===== src/rtl/div_pkg.sv =====
// Shared constants for the sequential restoring divider: default widths,
// counter width and the controller state encoding.
package div_pkg;

    localparam int DVD_W_DEF = 10;
    localparam int DVS_W_DEF = 5;
    localparam int CNT_W_DEF = $clog2(DVD_W_DEF);

    typedef enum logic [1:0] {
        IDLE = 2'd0,
        RUN  = 2'd1,
        DONE = 2'd2
    } state_t;

endpackage


===== src/rtl/div_step.sv =====
// One restoring-division iteration: shift in a dividend bit, trial-subtract
// the divisor, keep the difference or restore.
module div_step #(
    parameter int DVS_W = 5
) (
    input  logic [DVS_W:0]   rem_in,
    input  logic             bit_in,
    input  logic [DVS_W-1:0] divisor,
    output logic [DVS_W:0]   rem_out,
    output logic             q_bit
);

    localparam int RW = DVS_W + 1;

    logic [DVS_W+1:0] shifted;
    logic [DVS_W+1:0] dvs_ext;

    // One extra bit of headroom so the trial compare never wraps
    assign shifted = {rem_in, bit_in};
    assign dvs_ext = {2'b00, divisor};
    assign q_bit   = (shifted >= dvs_ext);
    assign rem_out = q_bit ? RW'(shifted - dvs_ext) : RW'(shifted);

endmodule


===== src/rtl/seq_divider.sv =====
// Iterative restoring unsigned divider (DVD_W / DVS_W) behind a start/done
// handshake. Define DIV_FASTPATH_EN to finish trivial divisions in one cycle.
module seq_divider
    import div_pkg::*;
#(
    parameter int DVD_W = DVD_W_DEF,
    parameter int DVS_W = DVS_W_DEF
) (
    input  logic             clock,
    input  logic             reset,
    input  logic             start,
    input  logic [DVD_W-1:0] dividend,
    input  logic [DVS_W-1:0] divisor,
    output logic             busy,
    output logic             done,
    output logic [DVD_W-1:0] quotient,
    output logic [DVS_W-1:0] remainder,
    output logic             div_by_zero,
    output logic             overflow
);

    localparam int               CNT_W = $clog2(DVD_W);
    localparam logic [CNT_W-1:0] LAST  = CNT_W'(DVD_W - 1);

    state_t state, state_next;

    logic [DVD_W-1:0] shreg;
    logic [DVS_W-1:0] dvs_r;
    logic [DVS_W:0]   prem;
    logic [DVS_W:0]   rem_next;
    logic [CNT_W-1:0] count;
    logic             q_bit;
    logic             last_iter;
    logic             fast_hit;
    logic             accept;
    logic             load_res;

    logic [DVD_W-1:0] res_q;
    logic [DVS_W-1:0] res_r;
    logic             res_dbz;
    logic             res_ovf;

    assign last_iter = (count == LAST);

`ifdef DIV_FASTPATH_EN
    assign fast_hit = (divisor == '0) || (dividend < {{(DVD_W-DVS_W){1'b0}}, divisor});
`else
    assign fast_hit = 1'b0;
`endif

    div_step #(.DVS_W(DVS_W)) u_step (
        .rem_in  (prem),
        .bit_in  (shreg[DVD_W-1]),
        .divisor (dvs_r),
        .rem_out (rem_next),
        .q_bit   (q_bit)
    );

    always_ff @(posedge clock or posedge reset) begin
        if (reset) begin
            state <= IDLE;
        end else begin
            state <= state_next;
        end
    end

    always_comb begin
        state_next = state;
        unique case (state)
            IDLE: if (start) state_next = fast_hit ? DONE : RUN;
            RUN:  if (last_iter) state_next = DONE;
            DONE: state_next = IDLE;
            default: state_next = IDLE;
        endcase
    end

    always_comb begin
        busy     = (state != IDLE);
        done     = (state == DONE);
        accept   = (state == IDLE) && start;
        load_res = ((state == RUN) && last_iter) || (accept && fast_hit);
    end

    // Result selection: final iteration output, or the operands on a fast path
    always_comb begin
        res_q   = {shreg[DVD_W-2:0], q_bit};
        res_r   = rem_next[DVS_W-1:0];
        res_dbz = (dvs_r == '0);
`ifdef DIV_FASTPATH_EN
        if (state == IDLE) begin
            res_dbz = (divisor == '0);
            res_q   = '0;
            res_r   = dividend[DVS_W-1:0];
        end
`endif
        if (res_dbz) begin
            res_q = '1;
            res_r = '0;
        end
        res_ovf = res_dbz || (|res_q[DVD_W-1:DVS_W]);
    end

    // Dividend bits leave the top of shreg while quotient bits enter the bottom
    always_ff @(posedge clock or posedge reset) begin
        if (reset) begin
            shreg       <= '0;
            dvs_r       <= '0;
            prem        <= '0;
            count       <= '0;
            quotient    <= '0;
            remainder   <= '0;
            div_by_zero <= 1'b0;
            overflow    <= 1'b0;
        end else begin
            if (accept) begin
                shreg <= dividend;
                dvs_r <= divisor;
                prem  <= '0;
                count <= '0;
            end else if (state == RUN) begin
                shreg <= {shreg[DVD_W-2:0], q_bit};
                prem  <= rem_next;
                count <= count + 1'b1;
            end
            if (load_res) begin
                quotient    <= res_q;
                remainder   <= res_r;
                div_by_zero <= res_dbz;
                overflow    <= res_ovf;
            end
        end
    end

endmodule

===== config.mk =====
export PLATFORM = sky130hd
export DESIGN_NAME = seq_divider
export DESIGN_NICKNAME = d
export VERILOG_FILES = /design/src/rtl/div_pkg.sv /design/src/rtl/div_step.sv /design/src/rtl/seq_divider.sv
export SDC_FILE = /design/constraint.sdc
export NUM_CORES = 1
export LEC_CHECK = 0
export CAP_MARGIN = 20
export CELL_PAD_IN_SITES_DETAIL_PLACEMENT = 0
export CELL_PAD_IN_SITES_GLOBAL_PLACEMENT = 1
export CORE_MARGIN = 3
export CORE_UTILIZATION = 40
export CTS_CLUSTER_SIZE = 16
export DETAILED_ROUTE_END_ITERATION = 10
export GPL_ROUTABILITY_DRIVEN = 0
export GPL_TIMING_DRIVEN = 1
export PLACE_DENSITY_LB_ADDON = 0.1
export SLEW_MARGIN = 15
export SYNTH_ARGS = -nofsm -noshare
export SYNTH_HDL_FRONTEND = slang
export SYNTH_SLANG_ARGS = --single-unit

===== constraint.sdc =====
create_clock -name clock -period 2.1 [get_ports clock]
set_input_delay 0.42 -clock clock [delete_from_list [all_inputs] [get_ports clock]]
set_output_delay 0.42 -clock clock [all_outputs]
set_load 0.01 [all_outputs]

==> flow_metrics.tcl, run 1 <==
set metrics [dict create \
    antennaDiodeCount 0 \
    synthTopCellsByCount "44 x dfrtp_1, 38 x nand2_1" \
    synthFlopType "dfrtp_1" \
    rows 25 \
    drive_above_1_share_pct 11.6 \
    synth_area_leaders "dfrtp_1 52%, nand2_1 6.8%, ha_1 4.8%" \
    grt_pass1_vias 1610 \
    slew_viol_final 0 \
    area.growth.synth_to_final_pct 24.9 \
    maxCapViolCount 0 \
    final_hold_viol_count 0 \
    finalNetCount 268 \
    dp.cells 301 \
    drc 0 \
    via_per_inst 5.04 \
    power_density_mw_per_mm2 1690 \
    p_leak_nw 1.16 \
    coreArea_mm2 0.00491 \
    cts_hold_buf 0 \
    cpPeakStageDelay_ns 0.41 \
    critPathSlowestCell "dfrtp_1" \
    grt_antenna_before_repair 0 \
    crit_required_ns 2.32 \
    syn_nets 227 \
    die_area_mm2 0.00617 \
    crit_fanout 7 \
    finalCritPeriodShare_pct 93.1 \
    post-route-util_pct 53.5 \
    synth-seq-cells 44 \
    firstDrtPassIters 6 \
    postCtsSetupBuffers 0 \
    grt_overflow_total 0 \
    clk-insertion-delay-late_ns 0.30 \
    status "finished, final reports clean" \
    die_h_um 78.5 \
    fillers 472 \
    clock.fmax_mhz 512 \
    rsz0062_at_grt "no" \
    startpoint_type "flip-flop" \
    pin_count 37 \
    layout_min_cycle_time_ns 1.95 \
    ctsRootBufferMaster "clkbuf_8" \
    worst_slew_pin_slew_ns 0.646 \
    dp_hpwl_mm 3.35 \
    synthArstFlopShare_pct 100 \
    fin_skew_ns 0.00344 \
    synth_edf_count 0 \
    cts-htree-levels 2 \
    grt_pass1_wl_mm 7.89 \
    drt_iter0_drc 46 \
    cts_made_buffers 5 \
    wl_per_cell_um 14.6 \
    synthCells 200 \
    yosys_warnings 0 \
    port_buffers 36 \
    syn_area_mm2 0.00210 \
    clkSinkCount 44 \
    wl_mm 4.51 \
    relSlewSlack_pct 56.9 \
    irDropWorstVdd_mv 0.684 \
    synth_cell_type_count 41 \
    vias 1556 \
    setup_violations 0 \
    synth_top_area_cell "dfrtp_1" \
    arrival_ns 2.18 \
    hp-class "flip-flop to flip-flop" \
    synth_top_cell_area_share_pct 52.3 \
    cts_tree "built" \
    grtUsageTotal_pct 16.3 \
    path_class "flip-flop to flip-flop" \
    clkTransAtPathRegs_ns 0.08 \
    synth_most_common_cell "dfrtp_1" \
    end_kind "flip-flop" \
    ant_nets 0 \
    syn_avg_cell_area_um2 10.5 \
    cp_cell_sequence "ha_1 > and3_4 > a31oi_4 > nand4b_4 > mux2_4 > o21ai_2" \
    die_w_um 78.5 \
    fin_cells 309 \
    initial_core_util_pct 42.9 \
    synth.yosys.seq_area_share_pct 52.3 \
    clockBufferDepth 2 \
    grt_start_max_net_pins 45 \
    fin_setup_tns_ns 0 \
]
-- power by group --
group          switching [mW]  internal (mW)  leakage, nW
combinational            1.19           1.14        0.598
clock                   0.290          0.266       0.0434
sequential              0.305           1.26        0.514
-- state kept, by name, indices dropped and copies added, names as in the netlist --
| register | cells |
|---|---|
| count | 4 |
| prem | 6 |
| shreg | 10 |
| dvs_r | 5 |
| state | 2 |
| overflow | 1 |
| div_by_zero | 1 |
| quotient | 10 |
| remainder | 5 |
-- cells by family (layout without fill, tap and decap cells) --
| group | count (synthesis) | count (layout) | synth area share (%) |
|---|---|---|---|
| buf+inv | 19 | 61 | 5.29 |
| simple gates | 68 | 68 | 15.7 |
| compound gates | 51 | 51 | 16.7 |
| mux | 5 | 5 | 2.62 |
| flops | 44 | 44 | 52.3 |
| fa+ha+maj | 9 | 9 | 5.71 |
| xor+xnor | 4 | 4 | 1.66 |
-- layout by cell type, fill, tap and decap left out, types with 4 or more instances in the layout --
cell type and n:
o22a_1 8, a22oi_1 7, clkbuf_8 6, nor2_1 9, nand2_1 38, buf_4 7, clkdlybuf4s50_1 36, o21ai_1 9
nand3_1 7, ha_1 8, dfrtp_1 44, o21ai_0 9, inv_1 9, a21oi_1 6, a31oi_1 4
-- worst max-delay path, delay by kind of cell, from the launching register on --
family / cells / cell delay (ns)
adders and majority gates: 1 / 0.36
DFF: 1 / 0.41
AOI/OAI and AO/OA: 2 / 0.30
and+or+nand+nor: 2 / 0.44
muxes: 1 / 0.37
-- routing by layer --
| layer | part of all wire, % | track usage, % |
|---|---|---|
| met1 | 46 | 20.7 |
| met2 | 47 | 26.7 |
| met3 | 5.4 | 5.05 |
| met4 | 1.5 | 4.90 |
| met5 | 0 | 0 |
-- per-stage QoR --
step,power (mW),area [µm²],hold slack (ns),setup slack (ns)
finish,4.45,2630,0.479,0.146
global route,4.86,2630,0.514,0.00359
CTS,4.49,2630,0.490,0.123
detailed placement,3.92,2530,0.470,0.151
global placement,3.86,2530,0.464,0.211
floorplan,3.19,2100,0.457,0.303
-- final cells by class --
type	instances	area [µm²]	share of cell area, %
multi-input cells	137	896	34.1
repair buffers	43	413	15.7
clock inverters	2	15.0	0.571
flip-flops and latches	44	1100	41.9
well taps	67	83.8	3.19
inverters	10	37.5	1.43
clock buffers	6	82.6	3.14
-- final timing paths --
| check | startpoint | to | slack (ns) | cells after the start |
|---|---|---|---|---|
| max | prem[1] | prem[0] | 0.15 | 6 |
| min | div_by_zero | div_by_zero | 0.48 | 2 |
| max reg2reg | prem[1] | prem[0] | 0.15 | 6 |
| min reg2reg | div_by_zero | div_by_zero | 0.48 | 2 |
| max in group asynchronous | reset | dvs_r[0] | 1.14 | 3 |
| min in group asynchronous | reset | quotient[7] | 0.57 | 3 |
-- what timing repair did --
action / 4_1_cts / 5_1_grt
hold endpoints to repair: 0 / 0
setup endpoints to repair: 0 / 2
gates resized for setup: 0 / 1
Power figures use the tool's default switching activity.
==> run 2, diff against run 1 <==
- CORE_MARGIN: 3 -> 8
==> flow_metrics.tcl, run 2 (same netlist as run 1, synthesis figures left out) <==
set metrics [dict create \
    die_h_um 88.5 \
    power_density_mw_per_mm2 1740 \
    clockBufferDepth 2 \
    die_area_mm2 0.00784 \
    vias 1601 \
    final_common_cell "dfrtp_1" \
    wl_mm 4.91 \
    coreArea_mm2 0.00511 \
    fin_cells 314 \
    clkSinkCount 44 \
    ctsRootBufferMaster "clkbuf_8" \
    relSlewSlack_pct 54.0 \
    hp-class "input port to async pin" \
    port_buffers 36 \
    fin_setup_tns_ns 0 \
    cts_tree "built" \
    dp_hpwl_mm 3.56 \
    p_switching_mw 1.84 \
    startpoint "dvs_r[3]" \
    grt_start_max_net_pins 45 \
    critPathSlowestCell "mux2_4" \
    layout_min_cycle_time_ns 1.97 \
    drt_iter0_drc 56 \
    startpoint_type "flip-flop" \
    pin_count 37 \
    firstDrtPassIters 4 \
    finalCritPeriodShare_pct 93.8 \
    mostFrequentLayoutCells "44 x dfrtp_1, 38 x nand2_1, 36 x clkdlybuf4s50_1" \
    area.growth.synth_to_final_pct 27.6 \
    crit_buf_inv 1 \
    clk-insertion-delay-late_ns 0.31 \
    arrival_ns 2.19 \
    worst_slew_pin_slew_ns 0.690 \
    p_int_mw 2.84 \
    grt_antenna_before_repair 0 \
    grtUsageTotal_pct 14.0 \
    path_class "flip-flop to flip-flop" \
    slew_viol_final 0 \
    status "finished, final reports clean" \
    irDropWorstVdd_mv 0.683 \
    p_leak_nw 1.20 \
    die_w_um 88.5 \
    whs_ns 0.475 \
    setup_violations 0 \
    rows 26 \
    r2r_slack_ns 0.13 \
    cts_hold_buf 0 \
    maxCapViolCount 0 \
    sw_frac_of_total_pct 39.4 \
    clock.fmax_mhz 508 \
    dp.cells 304 \
    cpPeakStageDelay_ns 0.37 \
    drc 0 \
    clock_power_share_pct 15.4 \
    wl_per_cell_um 15.6 \
    top_regs "quotient x10, shreg x10, prem x6" \
    antennaDiodeCount 0 \
    path_delay_family "simple AND/OR/NAND/NOR gates" \
    seq_power_share_pct 33.4 \
    grt_overflow_total 0 \
    comb_power_share_pct 51.2 \
    via_per_inst 5.10 \
    rsz0062_at_grt "no" \
    initial_core_util_pct 41.2 \
    ant_nets 0 \
    grt_pass1_vias 1691 \
    cp_cell_sequence "inv_1 > ha_1 > and3_4 > a31oi_4 > nand4b_4 > mux2_4 > o21ai_2" \
    crit_fanout 7 \
    finalNetCount 270 \
    fin_skew_ns 0.00831 \
    drive_above_1_share_pct 11.9 \
    crit_required_ns 2.33 \
    final_hold_viol_count 0 \
    clkTransAtPathRegs_ns 0.09 \
    fillers 472 \
    reg2reg_from "dvs_r[3]" \
    end_kind "flip-flop" \
    cts-htree-levels 2 \
    cts_made_buffers 5 \
    grt_pass1_wl_mm 8.33 \
]
run 2: changes by cell type in the layout (fill, tap and decap cells not counted):
cell,previous run,this run
buf_12,0,1
buf_4,7,8
bufinv_16,0,1
mux2i_2,1,0
clkinvlp_4,2,0
clkbuf_8,6,7
mux2i_1,3,4
run 2: cell type report:
| type | instances | area [µm²] | area share (%) |
|---|---|---|---|
| clock buffers | 7 | 96.3 | 3.59 |
| clock inverters | 1 | 30.0 | 1.12 |
| inverters | 10 | 37.5 | 1.40 |
| multi-input cells | 137 | 892 | 33.2 |
| flip-flops and latches | 44 | 1100 | 41.0 |
| well taps | 70 | 87.6 | 3.26 |
| repair buffers | 45 | 440 | 16.4 |
run 2: metrics by stage:
step	utilization, %	area (µm²)	power, mW	worst slack, ns
2_1_floorplan	-	2100	3.19	0.303
5_1_grt	52.6	2690	5.06	0.00580
4_1_cts	52.3	2670	4.67	0.109
3_3_place_gp	49.8	2540	3.88	0.199
3_5_place_dp	49.8	2540	3.95	0.124
6_report	52.6	2690	4.68	0.131
run 2: power by group through the flow:
stage	Combinational, mW	Clock (mW)	Sequential [mW]
floorplan	1.62	0	1.57
global placement	2.32	0	1.57
detailed placement	2.37	0	1.58
CTS	2.38	0.726	1.57
global route	2.67	0.774	1.61
finish	2.40	0.719	1.57
run 2: repair_timing:
item,in CTS,in global routing
endpoints found under the setup margin,0,2
buffers inserted,0,2
resized for setup,0,0
run 2: path summary, 6_finish.rpt:
kind / endpoint / depth (start not counted)
max: prem[0] / 7
min: shreg[6] / 3
max reg2reg: prem[0] / 7
min reg2reg: remainder[4] / 2
max in group asynchronous: prem[3] / 3
min in group clock: remainder[4] / 2
run 2: per-layer routing:
layer	up-vias	routed length (µm)	global-route usage (%)
li1	777	-	-
met1	777	2290	17.6
met3	9	260	3.62
met5	-	0	0
met2	38	2270	21.6
met4	0	93	7.07
run 2: worst reg2reg max path, delay by kind of cell, from the launching register on:
kind	cells	cell delay [ns]
adder cells (fa/ha/maj)	1	0.35
AND/OR/NAND/NOR	2	0.44
multiplexers	1	0.37
buffers and inverters	1	0.06
flip-flops	1	0.36
AO/OA/AOI/OAI	2	0.32
